==> config.mk <==
export PLATFORM = sky130hd
export DESIGN_NAME = issue_scoreboard_ctrl
export DESIGN_NICKNAME = d
export VERILOG_FILES = /design/src/rtl/issue_scoreboard_ctrl.sv
export SDC_FILE = /design/constraint.sdc
export NUM_CORES = 1
export LEC_CHECK = 0
export ABC_AREA = 0
export CORE_MARGIN = 2
export CORE_UTILIZATION = 40
export CTS_BUF_LIST = sky130_fd_sc_hd__clkbuf_8
export DETAILED_ROUTE_END_ITERATION = 7
export HOLD_SLACK_MARGIN = 0.03
export PLACE_DENSITY = 0.63
export SETUP_SLACK_MARGIN = 0.4
export SYNTH_ARGS = -nofsm -noshare
export SYNTH_HDL_FRONTEND = slang
export SYNTH_SLANG_ARGS = --single-unit
==> constraint.sdc <==
create_clock -name clk -period 4 [get_ports clk]
set_input_delay 1 -clock clk [delete_from_list [all_inputs] [get_ports clk]]
set_output_delay 1 -clock clk [all_outputs]
set_load 0.1 [all_outputs]
==> src/rtl/issue_scoreboard_ctrl.sv <==
// Decode-stage issue controller: pending-write scoreboard for long-latency ops,
// RAW/WAW/fence/capacity stall detection, stall statistics and illegal-writeback flag.
module issue_scoreboard_ctrl #(
    parameter int NUM_REGS        = 32,
    parameter int ADDR_W          = 5,
    parameter int MAX_OUTSTANDING = 4,
    parameter int CNT_W           = 32,
    localparam int OUT_W          = $clog2(MAX_OUTSTANDING) + 1
) (
    input  logic              clk,
    input  logic              rst_n,
    input  logic              instr_valid_i,
    output logic              instr_ready_o,
    input  logic [ADDR_W-1:0] rs1_addr_i,
    input  logic              rs1_used_i,
    input  logic [ADDR_W-1:0] rs2_addr_i,
    input  logic              rs2_used_i,
    input  logic [ADDR_W-1:0] rd_addr_i,
    input  logic              rd_we_i,
    input  logic              long_lat_i,
    input  logic              fence_i,
    input  logic              flush_i,
    output logic              issue_valid_o,
    input  logic              issue_ready_i,
    input  logic              wb_valid_i,
    input  logic [ADDR_W-1:0] wb_addr_i,
    output logic              stall_o,
    output logic [1:0]        stall_reason_o,
    output logic [CNT_W-1:0]  stall_cnt_o,
    output logic [OUT_W-1:0]  outstanding_o,
    output logic              err_o
);

    typedef enum logic [1:0] {
        ST_RUN    = 2'd0,
        ST_HAZARD = 2'd1,
        ST_FENCE  = 2'd2,
        ST_FULL   = 2'd3
    } state_t;

    state_t               state_q, state_d;
    logic [NUM_REGS-1:0]  pending_q, pending_d;
    logic [OUT_W-1:0]     outstanding_q, outstanding_d;
    logic [CNT_W-1:0]     stall_cnt_q, stall_cnt_d;
    logic                 err_q, err_d;

    logic raw, waw, fence_blk, full_blk, blocked;
    logic fire, set_en, clr_en, wb_bad;

    // Hazards look only at registered scoreboard state: a writeback never
    // bypasses into the same-cycle hazard check.
    assign raw = (rs1_used_i && rs1_addr_i != '0 && pending_q[rs1_addr_i]) ||
                 (rs2_used_i && rs2_addr_i != '0 && pending_q[rs2_addr_i]);
    assign waw       = rd_we_i && rd_addr_i != '0 && pending_q[rd_addr_i];
    assign fence_blk = fence_i && outstanding_q != '0;
    assign full_blk  = rd_we_i && long_lat_i && rd_addr_i != '0 &&
                       outstanding_q == OUT_W'(MAX_OUTSTANDING);
    assign blocked   = raw || waw || fence_blk || full_blk;

    assign issue_valid_o = instr_valid_i && !flush_i && !blocked;
    assign instr_ready_o = flush_i || (issue_ready_i && !blocked);
    assign fire          = issue_valid_o && issue_ready_i;

    assign set_en = fire && rd_we_i && long_lat_i && rd_addr_i != '0;
    assign clr_en = wb_valid_i && pending_q[wb_addr_i];
    assign wb_bad = wb_valid_i && !pending_q[wb_addr_i];

    // x0 is hard-wired non-pending; elsewhere a set in the same cycle beats a clear.
    genvar gi;
    generate
        for (gi = 0; gi < NUM_REGS; gi++) begin : g_pend
            if (gi == 0) begin : g_zero
                assign pending_d[gi] = 1'b0;
            end else begin : g_reg
                logic set_hit, clr_hit;
                assign set_hit = set_en && rd_addr_i == ADDR_W'(gi);
                assign clr_hit = clr_en && wb_addr_i == ADDR_W'(gi);
                assign pending_d[gi] = set_hit || (pending_q[gi] && !clr_hit);
            end
        end
    endgenerate

    always_comb begin
        outstanding_d = outstanding_q;
        case ({set_en, clr_en})
            2'b10:   outstanding_d = outstanding_q + OUT_W'(1);
            2'b01:   outstanding_d = outstanding_q - OUT_W'(1);
            default: outstanding_d = outstanding_q;
        endcase
    end

    always_comb begin
        state_d     = ST_RUN;
        stall_cnt_d = stall_cnt_q;
        err_d       = err_q || wb_bad;
        if (instr_valid_i && !flush_i && blocked) begin
            if (fence_blk)     state_d = ST_FENCE;
            else if (full_blk) state_d = ST_FULL;
            else               state_d = ST_HAZARD;
        end
        if (state_d != ST_RUN && stall_cnt_q != '1) begin
            stall_cnt_d = stall_cnt_q + CNT_W'(1);
        end
    end

    always_ff @(posedge clk or negedge rst_n) begin
        if (!rst_n) begin
            state_q       <= ST_RUN;
            pending_q     <= '0;
            outstanding_q <= '0;
            stall_cnt_q   <= '0;
            err_q         <= 1'b0;
        end else begin
            state_q       <= state_d;
            pending_q     <= pending_d;
            outstanding_q <= outstanding_d;
            stall_cnt_q   <= stall_cnt_d;
            err_q         <= err_d;
        end
    end

    assign stall_o        = state_q != ST_RUN;
    assign stall_reason_o = state_q;
    assign stall_cnt_o    = stall_cnt_q;
    assign outstanding_o  = outstanding_q;
    assign err_o          = err_q;

endmodule

======== After elaboration in Yosys (flattened, before gate mapping) ========
Index checks and enable logic that the tools add are counted.
storage, ports and cells
  register bits after elaboration ......... 69
  input port bits ......................... 31
  output and inout port bits .............. 41
  logic and storage cells ................. 282
cells by class
  add/subtract/negate cells ............... 3
  order comparisons ....................... 4
  eq/ne operators ......................... 66
  mux-type cells .......................... 12
  reductions and logical operators ........ 192
operator list
  kind                                                                           number
  5-bit == test (second input constant)                                          32
  1-bit logical AND                                                              114
  5-bit by 4-bit == test with 1-bit output (second input constant)               16
  5-bit by 3-bit == test with 1-bit output (second input constant)               8
  1-bit logical OR                                                               37
  1-bit logical NOT                                                              34
  32-bit by 1-bit adder with 32-bit output (second input constant)               1
  32-bit != test (second input constant)                                         1
  5-bit by 6-bit less-than comparator with 1-bit output (second input constant)  4
  1-bit binary-select mux with 5-bit select                                      4
  5-bit by 2-bit == test with 1-bit output (second input constant)               4
  5-bit nonzero test                                                             3
  5-bit by 1-bit == test with 1-bit output (second input constant)               2
  2-bit two-way mux                                                              3
  3-bit case mux with 2 select lines                                             1
  2-bit nonzero test                                                             3
  1-bit two-way mux                                                              4
  3-bit by 1-bit adder with 3-bit output (second input constant)                 1
  3-bit == test (second input constant)                                          1
  3-bit nonzero test                                                             1
  3-bit by 1-bit subtractor with 3-bit output (second input constant)            1
  2-bit by 1-bit == test with 1-bit output (second input constant)               1
  2-bit == test (second input constant)                                          1

======== Logic depth before layout (Yosys ltp) ========
  depth in word-level cells ............... 15
  mapped depth ............................ 16
  depth with buffers taken out ............ 13

======== Worst setup path before layout ========
Ideal clock, no wire load.
  path kind ............................... in2out
  start point ............................. input port rd_addr_i[1]
  end point ............................... output port instr_ready_o
  data arrival time ....................... 4,031 ps
  required time ........................... 3,000 ps
  slack ................................... -1,031 ps
  stages .................................. 9
  path buffers ............................ 3
  cell sequence ........................... clkbuf_1 -> buf_2 -> mux4_2 -> mux2i_1 -> nand2_1 -> o211ai_1 -> nand4_2 -> clkbuf_1 -> o21bai_1
between the ends
  cells in the longest elaborated chain, start to end .. 9
  elaborated cells on any way between the ends .. 13
  classes of those cells .................. mux (2); reduce/logical (11)
RTL lines
  element                                                                          RTL line  source
  start: declaration                                                               18        input logic [ADDR_W-1:0] rd_addr_i,
  1-bit binary-select mux with 5-bit select or 5-bit nonzero test (tied branches)  54, 56
  1-bit two-way mux (not written as such) or 1-bit logical AND (tied branches)     54        assign waw = rd_we_i && rd_addr_i != '0 && pending_q[rd_addr_i];
  1-bit logical AND                                                                54
  1-bit logical OR (2 in series)                                                   58        assign blocked = raw || waw || fence_blk || full_blk;
  1-bit logical OR *                                                               58
  1-bit logical NOT *                                                              61        assign instr_ready_o = flush_i || (issue_ready_i && !blocked);
  1-bit logical AND *                                                              61
  1-bit logical OR *                                                               61
  end: declaration                                                                 13        output logic instr_ready_o,
Mark *: on every way between the ends. The rest lies on a longest branch, timed or not. The select of a mux whose other input is x is not followed.

======== Final worst setup path ========
  start point ............................. input port rs2_addr_i[1]
  end point ............................... output port instr_ready_o
between the ends
  cells in the longest elaborated chain, start to end .. 10
  elaborated cells on any way between the ends .. 12
  classes of those cells .................. mux (2); reduce/logical (10)
RTL lines
  element                                                                          RTL line  source
  start: declaration                                                               16        input logic [ADDR_W-1:0] rs2_addr_i,
  1-bit binary-select mux with 5-bit select or 5-bit nonzero test (tied branches)  53        (rs2_used_i && rs2_addr_i != '0 && pending_q[rs2_addr_i]);
  1-bit two-way mux (not written as such) or 1-bit logical AND (tied branches)     53
  1-bit logical AND *                                                              53
  1-bit logical OR *                                                               52        assign raw = (rs1_used_i && rs1_addr_i != '0 && pending_q[rs1_addr_i]) ||
  1-bit logical OR * (3 in series)                                                 58
  1-bit logical NOT *                                                              61
  1-bit logical AND *                                                              61
  1-bit logical OR *                                                               61
Marks and branches as above.

==> PnR_summary.wiki <==
{| class="wikitable"
! Metric !! Value
|-
| Number of cells in the design after placement || between 600 and 700
|-
| Slew @ Worst Pin || about 0.98 ns
|-
| Arrival time of data at the critical path endpoint || approximately 2.8 ns
|-
| Placed wire-length estimate after detailed placement || 9.637 mm
|-
| Time the worst path needs with I/O delays and setup || about 3.8 ns
|-
| Max_slew headroom || between 30 and 40%
|-
| Final Wtd Congestion || 0.8806
|-
| Wire per inst || 19.72 um
|-
| Yosys warning total || 0
|-
| Endpoint class of the critical path || output port
|-
| Starting density of the core || between 40% and 50%
|-
| Global-route wire length before repair || roughly 21 mm
|-
| Setup Viol. Count Final || 0
|-
| Most used DFF post-synth || sky130_fd_sc_hd__dfrtp_1
|-
| Total routed wirelength || around 13 mm
|-
| Final hold violation count || 0
|-
| Combined area of the multi-input logic cells || 2651 sq um
|-
| Final slew viol count || 0
|-
| Area of the core || 10790 sq um
|-
| Run status || complete, no violations
|-
| Post-placement setup slack || -0.3567 ns
|-
| Maximum fanout encountered on the critical timing path || 6
|-
| Number of antenna violations at the first check in global routing || 0
|-
| Average vias per placed instance || ~5.8
|-
| Chip height || 108.9 um
|-
| Leakage power || roughly 0.0024 uW
|-
| Largest net degree at the start of global routing || 34
|-
| Max Clock Skew || between 0.009 and 0.01 ns
|-
| Signed area change from the synthesized netlist to the final layout || 34.25%
|-
| Power Density || 381.0 nW/um^2
|-
| Setup repair after global routing missed its margin || true
|-
| Period utilisation layout || 95.80%
|-
| Vias in the first global route || 4125
|-
| Number of nets in the synthesized netlist || between 400 and 500
|-
| Maximum clock rate || ~260 MHz
|-
| Average size of a mapped cell || roughly 10 sq um
|-
| Overall die area || 11860 sq um
|-
| Final std cells w/o fill || around 680
|-
| Maximum number of buffers from clock root to sink || 2
|-
| Number of flops mapped to enable cells by yosys || 0
|-
| Number of sinks on the clock net || 69
|-
| Post-layout worst setup margin || approximately 0.17 ns
|-
| Latest clock arrival within the worst-skew pair || 0.37 ns
|-
| ANT cells || 0
|-
| Critical path type || in -> out
|-
| Class of the worst hold path || reg -> reg
|-
| Syn Std Cell Area || 4402 sq um
|-
| Routed vias || between 3k and 4k
|-
| Proportion of synthesized flip-flops having asynchronous set or reset || 100.0%
|-
| # fillers || between 900 and 1k
|-
| Inserted Clock Buffers || 9
|-
| Final net count || ~570
|-
| Remaining design rule violation count || 0
|-
| Depth of the CTS H-tree || 3
|-
| Number of hold buffers added after CTS || 0
|-
| Register area share after synthesis || between 30% and 40%
|-
| Remaining global-route overflow || 0
|-
| Buffers added on ports || 71
|-
| Count of standard-cell rows || 38
|-
| Clock root buffer || sky130_fd_sc_hd__clkbuf_8
|-
| Max-cap violations || 0
|-
| Number of routed nets with antenna violations || 0
|-
| Flop and latch count out of synthesis || 69
|-
| Kind of launch point of the worst setup path || primary input
|-
| Synthesized instance count || 430
|-
| Worst-case vdd ir drop || between 0.4 and 0.5 mV
|-
| Ratio of cells with drive above 1 in the final layout || a little over a quarter
|-
| First-pass iteration count of the detailed router || 5
|-
| TritonCTS clock tree || yes
|-
| Final core utilization || approximately 55%
|-
| Leading cell type in the layout, fill and taps excluded || sky130_fd_sc_hd__dfrtp_1
|-
| Clk slew on worst S/H paths || 0.08 ns
|-
| Number of DRC markers after the initial detailed-route iteration || about 190
|-
| Endpoint required time on the critical path || approximately 3 ns
|-
| Overall die width || around 110 um
|-
| Unique masters post-synth || around 50
|-
| Top library cells by usage in the layout, fill and taps aside || sky130_fd_sc_hd__dfrtp_1, sky130_fd_sc_hd__clkdlybuf4s50_1, sky130_fd_sc_hd__o21ai_0
|-
| Total Routing Usage GR || 23.93%
|-
| Number of placed I/O pins || 72
|-
| Post-layout total power || approximately 2300 uW
|-
| Post-Route Setup TNS || 0 ns
|-
| FF/Latch Area || 1727 sq um
|}
-- power breakdown --
| group | switching (uW) | total [uW] | internal, uW |
|---|---|---|---|
| registers | 75.5 | 823 | 747 |
| logic | 537 | 794 | 257 |
| clock network | 286 | 635 | 349 |
-- critical path, cell delays in order --
cell,delay (ns)
sky130_fd_sc_hd__buf_4,0.12
sky130_fd_sc_hd__mux4_2,0.49
sky130_fd_sc_hd__nor2_1,0.13
sky130_fd_sc_hd__a211oi_1,0.09
sky130_fd_sc_hd__o311ai_2,0.40
sky130_fd_sc_hd__nand4_4,0.22
sky130_fd_sc_hd__o21bai_4,0.18
sky130_fd_sc_hd__buf_12,0.19
-- synthesized netlist by cell type, types with 2 or more instances --
library cell / count / area (sq um)
sky130_fd_sc_hd__o21ai_0: 56 / 280.3
sky130_fd_sc_hd__dfrtp_1: 69 / 1727
sky130_fd_sc_hd__nor4_1: 3 / 18.77
sky130_fd_sc_hd__inv_1: 8 / 30.03
sky130_fd_sc_hd__mux2_2: 6 / 67.56
sky130_fd_sc_hd__buf_2: 8 / 40.04
sky130_fd_sc_hd__and2_1: 6 / 37.54
sky130_fd_sc_hd__nand2_1: 33 / 123.9
sky130_fd_sc_hd__nor2b_1: 10 / 62.56
sky130_fd_sc_hd__nand2b_1: 6 / 37.54
sky130_fd_sc_hd__and3_1: 9 / 56.30
sky130_fd_sc_hd__o21ai_2: 10 / 87.58
sky130_fd_sc_hd__o31ai_1: 2 / 15.01
sky130_fd_sc_hd__xnor2_1: 32 / 280.3
sky130_fd_sc_hd__buf_1: 2 / 7.510
sky130_fd_sc_hd__buf_6: 2 / 22.52
sky130_fd_sc_hd__ha_1: 2 / 25.02
sky130_fd_sc_hd__or3_1: 2 / 12.51
sky130_fd_sc_hd__mux2i_1: 9 / 90.09
sky130_fd_sc_hd__or2_2: 2 / 12.51
sky130_fd_sc_hd__clkbuf_1: 13 / 48.80
sky130_fd_sc_hd__o311ai_2: 3 / 48.80
sky130_fd_sc_hd__nor3_1: 9 / 45.04
sky130_fd_sc_hd__a211oi_1: 2 / 15.01
sky130_fd_sc_hd__nor2_1: 22 / 82.58
sky130_fd_sc_hd__mux4_2: 28 / 630.6
sky130_fd_sc_hd__nand3_1: 37 / 185.2
sky130_fd_sc_hd__nand4_1: 11 / 68.82
sky130_fd_sc_hd__nand3b_1: 4 / 30.03
sky130_fd_sc_hd__xor2_1: 2 / 17.52
sky130_fd_sc_hd__and4_1: 4 / 35.03
-- cell type report --
| type | instances | area share, % |
|---|---|---|
| Tap cell | 140 | 2.964 |
| Clock inverter | 7 | 1.546 |
| Clock buffer | 9 | 2.096 |
| Inverter | 8 | 0.5082 |
| Timing Repair Buffer | 116 | 18.80 |
| Multi-Input combinational cell | 328 | 44.87 |
| Sequential cell | 69 | 29.22 |
-- layer usage --
layer	share of wire (%)	track usage, %	vias up
met1	40	29.44	1910
li1	-	-	1792
met2	48	38.15	187
met4	4.7	16.03	0
met5	0	0	-
met3	6.3	4.603	53
-- registers in the layout (all words and copies together), names as in the netlist --
name            count
stall_cnt_o        32
stall_reason_o      2
err_o               1
outstanding_o       3
pending_q          31
-- kinds of logic (layout without fill, tap and decap cells) --
| kind of cell | Yosys count | count (layout) | synth area share (%) |
|---|---|---|---|
| AOI/OAI and AO/OA | 84 | 84 | 12.17 |
| xor gates and xnor gates | 34 | 34 | 6.765 |
| adders and majority gates | 3 | 3 | 1.023 |
| buffers and inverters | 33 | 140 | 3.383 |
| DFF | 69 | 69 | 39.23 |
| muxes | 43 | 43 | 17.91 |
| and+or+nand+nor | 164 | 164 | 19.53 |
-- worst paths after layout --
path	startpoint	end	slack, ns	cells past startpoint
max	rs2_addr_i[1]	instr_ready_o	0.17	8
min	err_o	err_o	0.47	1
max reg2reg	pending_q[14]	outstanding_o[2]	0.99	14
min reg2reg	err_o	err_o	0.47	1
max in group asynchronous	rst_n	pending_q[4]	2.61	2
min in group asynchronous	rst_n	stall_cnt_o[23]	0.58	1
-- repair_timing --
action	4_1_cts	5_1_grt
resized for setup	73	4
pin swaps	17	8
endpoints found under the setup margin	4	3
gates cloned	0	0
setup buffers	7	1
-- per-stage QoR --
step                cell area, sq um  hold WS (ns)
floorplan                       4486        0.5145
global placement                5523        0.4436
detailed placement              5523        0.4712
CTS                             5889        0.4821
global route                    5909        0.5058
finish                          5909        0.4716
Note: power is estimated with default switching activity, not from simulation.
